<file path="src/rtl/led_bank_arbiter.sv">
// Round-robin owner of the 5-LED bank shared by N_REQ pattern generators, with
// the free-running slow-tick divider that paces minimum hold time and the requesters.
module led_bank_arbiter #(
  parameter int                   N_REQ        = 3,
  parameter int                   DIV_WIDTH    = 25,
  parameter logic [DIV_WIDTH-1:0] DIV_MAX      = DIV_WIDTH'(24'hFFFFFF),
  parameter int                   HOLD_TICKS   = 4,
  parameter logic [4:0]           IDLE_PATTERN = 5'b00000
) (
  input  logic               CLK_IN,
  input  logic               RST_IN,
  input  logic [N_REQ-1:0]   REQ_IN,
  input  logic [5*N_REQ-1:0] PAT_IN,
  output logic [N_REQ-1:0]   GNT_OUT,
  output logic               TICK_OUT,
  output logic               RLED1,
  output logic               RLED2,
  output logic               RLED3,
  output logic               RLED4,
  output logic               GLED5
);

  localparam int IDX_W     = $clog2(N_REQ);
  localparam int HOLD_W    = $clog2(HOLD_TICKS + 1);
  localparam int PAT_SLOTS = 1 << IDX_W;
  localparam logic [HOLD_W-1:0] HOLD_MAX = HOLD_W'(HOLD_TICKS);

  typedef enum logic {IDLE, GRANT} state_t;

  state_t               state_reg, state_next;
  logic [DIV_WIDTH-1:0] div_reg;
  logic                 tick_reg;
  logic [IDX_W-1:0]     owner_reg, owner_next;
  logic [IDX_W-1:0]     rr_ptr_reg, rr_ptr_next;
  logic [HOLD_W-1:0]    hold_reg, hold_next;
  logic [N_REQ-1:0]     gnt_reg, gnt_next;
  logic [4:0]           leds_reg, leds_next;
  logic [4:0]           pat_arr [PAT_SLOTS];
  logic [IDX_W:0]       idle_pick, pre_pick;

  // Unused slots of the power-of-two pattern table read as idle.
  generate
    for (genvar gi = 0; gi < PAT_SLOTS; gi++) begin : g_pat
      if (gi < N_REQ) begin : g_used
        assign pat_arr[gi] = PAT_IN[5*gi +: 5];
      end else begin : g_unused
        assign pat_arr[gi] = IDLE_PATTERN;
      end
    end
  endgenerate

  // Returns {found, index}: first set request among span slots starting at start, wrapping.
  function automatic logic [IDX_W:0] rr_pick(input logic [N_REQ-1:0] req,
                                             input int start, input int span);
    logic [IDX_W:0]   res;
    logic [IDX_W-1:0] sel;
    int               idx;
    res = '0;
    for (int k = N_REQ - 1; k >= 0; k--) begin
      idx = start + k;
      if (idx >= N_REQ) idx = idx - N_REQ;
      sel = IDX_W'(idx);
      if (k < span && req[sel]) res = {1'b1, sel};
    end
    return res;
  endfunction

  function automatic logic [IDX_W-1:0] inc_mod(input logic [IDX_W-1:0] v);
    return (v == IDX_W'(N_REQ - 1)) ? '0 : v + 1'b1;
  endfunction

  always_ff @(posedge CLK_IN) begin
    if (RST_IN) begin
      div_reg  <= '0;
      tick_reg <= 1'b0;
    end else begin
      tick_reg <= (div_reg == DIV_MAX);
      div_reg  <= (div_reg == DIV_MAX) ? '0 : div_reg + 1'b1;
    end
  end

  assign idle_pick = rr_pick(REQ_IN, int'(rr_ptr_reg), N_REQ);
  assign pre_pick  = rr_pick(REQ_IN, int'(owner_reg) + 1, N_REQ - 1);

  always_comb begin
    state_next  = state_reg;
    owner_next  = owner_reg;
    rr_ptr_next = rr_ptr_reg;
    hold_next   = hold_reg;
    gnt_next    = gnt_reg;
    leds_next   = IDLE_PATTERN;
    case (state_reg)
      IDLE: begin
        gnt_next = '0;
        if (idle_pick[IDX_W]) begin
          state_next = GRANT;
          owner_next = idle_pick[IDX_W-1:0];
          gnt_next   = N_REQ'(1) << idle_pick[IDX_W-1:0];
          hold_next  = '0;
        end
      end
      GRANT: begin
        // Release takes priority over a same-cycle preemption.
        if (!REQ_IN[owner_reg]) begin
          state_next  = IDLE;
          gnt_next    = '0;
          rr_ptr_next = inc_mod(owner_reg);
        end else begin
          leds_next = pat_arr[owner_reg];
          if (tick_reg) begin
            if (hold_reg < HOLD_MAX) begin
              hold_next = hold_reg + 1'b1;
            end else if (pre_pick[IDX_W]) begin
              owner_next  = pre_pick[IDX_W-1:0];
              gnt_next    = N_REQ'(1) << pre_pick[IDX_W-1:0];
              hold_next   = '0;
              rr_ptr_next = inc_mod(pre_pick[IDX_W-1:0]);
            end
          end
        end
      end
      default: state_next = IDLE;
    endcase
  end

  always_ff @(posedge CLK_IN) begin
    if (RST_IN) begin
      state_reg  <= IDLE;
      owner_reg  <= '0;
      rr_ptr_reg <= '0;
      hold_reg   <= '0;
      gnt_reg    <= '0;
      leds_reg   <= IDLE_PATTERN;
    end else begin
      state_reg  <= state_next;
      owner_reg  <= owner_next;
      rr_ptr_reg <= rr_ptr_next;
      hold_reg   <= hold_next;
      gnt_reg    <= gnt_next;
      leds_reg   <= leds_next;
    end
  end

  assign GNT_OUT  = gnt_reg;
  assign TICK_OUT = tick_reg;
  assign RLED1    = leds_reg[0];
  assign RLED2    = leds_reg[1];
  assign RLED3    = leds_reg[2];
  assign RLED4    = leds_reg[3];
  assign GLED5    = leds_reg[4];

endmodule

</file>
<file path="config.mk">
export PLATFORM = sky130hd
export DESIGN_NAME = led_bank_arbiter
export DESIGN_NICKNAME = d
export VERILOG_FILES = /design/src/rtl/led_bank_arbiter.sv
export SDC_FILE = /design/constraint.sdc
export NUM_CORES = 1
export LEC_CHECK = 0
export CAP_MARGIN = 20
export CORE_UTILIZATION = 45
export DETAILED_ROUTE_END_ITERATION = 12
export HOLD_SLACK_MARGIN = 0.03
export PLACE_DENSITY = 0.67
export SLEW_MARGIN = 20
export SYNTH_ARGS = -nofsm -noshare
export SYNTH_HDL_FRONTEND = slang
export SYNTH_SLANG_ARGS = --single-unit
</file>
<file path="constraint.sdc">
create_clock -name CLK_IN -period 2.5 [get_ports CLK_IN]
set_input_delay 0.375 -clock CLK_IN [delete_from_list [all_inputs] [get_ports CLK_IN]]
set_output_delay 0.375 -clock CLK_IN [all_outputs]
set_load 0.01 [all_outputs]
</file>
==> results.json <==
{
  "p_comb_share_pct": 44.4,
  "cts_setup_buffers": 0,
  "max_slew_margin_pct": 52.3,
  "finalCritPeriodShare_pct": 83.8,
  "hold_slack_ns": 0.471,
  "synth_top_cells_by_area": "dfxtp_1 (35%), nor2_1 (6.4%), ha_1 (4.7%), xor2_1 (4.4%), nand2_1 (3.6%)",
  "multi_input_area_mm2": 0.00143,
  "gp_congestion": 0.881,
  "slew_violations": 0,
  "port_buffers": 28,
  "ys_ff_latch": 42,
  "synth_edf_count": 0,
  "path_max_fanout": 9,
  "final_cells": 377,
  "vias": 2016,
  "p_leak_nw": 1.06,
  "dr.pass1.iters": 4,
  "core-area_mm2": 0.00511,
  "yosys.area.top_type_share_pct": 35.0,
  "diodes": 0,
  "chipWidth_um": 75.0,
  "synth_top_cells_by_count": "dfxtp_1 (42), nor2_1 (41), nand2_1 (23)",
  "total_power_mw": 2.34,
  "synth-warning-count": 0,
  "maxCapViolations": 0,
  "grt_max_degree": 21,
  "wl_per_cell_um": 12.9,
  "crit_required_ns": 2.70,
  "setup_ws_ns": 0.405,
  "cts_buffers": 5,
  "final_nets": 335,
  "drc_errors": 0,
  "regArea_um2": 841,
  "start_util_pct": 47.0,
  "root_buffer": "clkbuf_8",
  "synth_mux_area_share_pct": 3.81,
  "ctsHoldBuffers": 0,
  "post_cts_resized": 0,
  "p_int_mw": 1.48,
  "grt_first_pass_wirelength_um": 7870,
  "yosysMostFrequentCell": "dfxtp_1",
  "setup_viol": 0,
  "synth_cell_type_count": 65,
  "max_slew.worst_pin.slew_ns": 0.708,
  "seq_area_frac_synth_pct": 35.0,
  "hold_viol_final": 0,
  "arrival_ns": 2.29,
  "fin_skew_ns": 0.00375,
  "grt_pass1_vias": 1766,
  "clkPwrFrac_pct": 21.7,
  "setup-tns-final_ns": 0,
  "cts_tree": "built",
  "switching_share_pct": 36.9,
  "synth_xor_area_share_pct": 7.66,
  "place_inst": 369,
  "use_met2_pct": 30.4,
  "synthToLayoutAreaGrowth_pct": 18.5,
  "busiest_layer": "met2",
  "ant_nets": 0,
  "timing.fmax_ghz": 0.477,
  "routed_wl_um": 4860,
  "crit_type": "register to register",
  "hpwl_um": 3590,
  "n_fill_cell": 484,
  "power_density_mw_per_mm2": 823,
  "yosys_most_used_dff": "dfxtp_1",
  "cp-start-kind": "register",
  "synth_top_family_by_area": "simple AND/OR/NAND/NOR gates",
  "dieArea_mm2": 0.00563,
  "vias_per_cell": 5.35,
  "peakVddDrop_mv": 0.504,
  "rows": 26,
  "clk_path_buf_depth": 2,
  "htree_levels": 2,
  "dp_slack_ns": 0.174,
  "clkTransAtPathRegs_ns": 0.08,
  "final_util_pct": 55.7,
  "syn_inst": 280,
  "seq_power_share_pct": 33.9,
  "min_period_ns": 2.10,
  "met1_usage_pct": 23.7,
  "stdcell_area_mm2": 0.00284,
  "placed_area_mm2": 0.00273,
  "yosys.area_share.simple_pct": 24.8,
  "synthArstFlopShare_pct": 0,
  "grt_overflow_total": 0,
  "synth_area_leader_cell": "dfxtp_1",
  "synth_compound_gate_area_share_pct": 18.7,
  "worst_setup_path_end_kind": "register",
  "grtUsageTotal_pct": 18.1,
  "status": "complete, no violations",
  "p_sw_mw": 0.863,
  "synthAdderAreaFrac_pct": 4.69,
  "syn_area_mm2": 0.00240,
  "drt_iter0_drc": 86,
  "die_y_um": 75.0,
  "drive_gt1_share_pct": 10.7,
  "grt_use_met3_pct": 3.88,
  "cts_sinks": 42,
  "syn_avg_cell_area_um2": 8.57,
  "clk_latency_ns": 0.29,
  "rsz0062_at_grt": "false",
  "largest_register_ffs": 25,
  "antenna_found_initial": 0,
  "io_pins": 29,
  "syn_nets": 309,
  "hold_path_class": "register to register"
}
-- final cells by class --
class / count / area share, %
clock buffers: 8 / 3.87
repair buffers: 34 / 11.4
well taps: 70 / 3.08
inverters: 13 / 1.72
flip-flops and latches: 42 / 29.6
multi-input cells: 210 / 50.3
-- final timing paths --
path | startpoint | endpoint | slack, ns | cells after the start
worst max-delay path | rr_ptr_reg[0] | owner_reg[0] | 0.40 | 7
worst min-delay path | hold_reg[1] | hold_reg[1] | 0.47 | 2
worst max register to register | rr_ptr_reg[0] | owner_reg[0] | 0.40 | 7
worst min register to register | hold_reg[1] | hold_reg[1] | 0.47 | 2
-- critical path: stages, from the launching register on --
cell,delay (ns)
dfxtp_1,0.38
inv_1,0.07
ha_1,0.39
a21bo_2,0.25
a32o_1,0.21
a21oi_1,0.33
a211oi_1,0.11
a311oi_1,0.27
-- per-layer routing --
metal / up-vias / wire [um] / share of wire (%)
li1: 1038 / - / -
met1: 933 / 2350 / 48
met2: 40 / 2230 / 46
met3: 5 / 233 / 4.8
met4: 0 / 43 / 0.88
met5: - / 0 / 0
-- power by group through the flow --
stage	clock network, mW	logic [mW]	registers [mW]
final	0.508	1.04	0.794
after detailed placement	0	1.03	0.808
after floorplan	0	0.792	0.796
after global placement	0	1.03	0.809
after global routing	0.547	1.15	0.803
after CTS	0.520	1.04	0.793
-- kinds of logic (layout without fill, tap and decap cells) --
kind of cell | after synthesis | count (layout)
simple gates | 112 | 112
compound gates | 59 | 59
flops | 42 | 42
fa+ha+maj | 9 | 9
xor+xnor | 21 | 21
buf+inv | 28 | 55
mux | 9 | 9
-- cell usage in the layout (no fill, tap or decap), types with 5 or more instances in the layout --
cell type        netlist  layout
dfxtp_1               42      42
nor2_1                41      41
clkdlybuf4s50_1        0      28
nand2_1               23      23
a21oi_1               15      15
inv_1                 13      13
xor2_1                12      12
nand3_1               11      11
xnor2_1                9       9
ha_1                   9       9
mux2i_1                8       8
clkbuf_8               0       8
o21ai_0                6       6
buf_4                  4       6
nor2b_1                5       5
(Power assumes the default switching activity.)
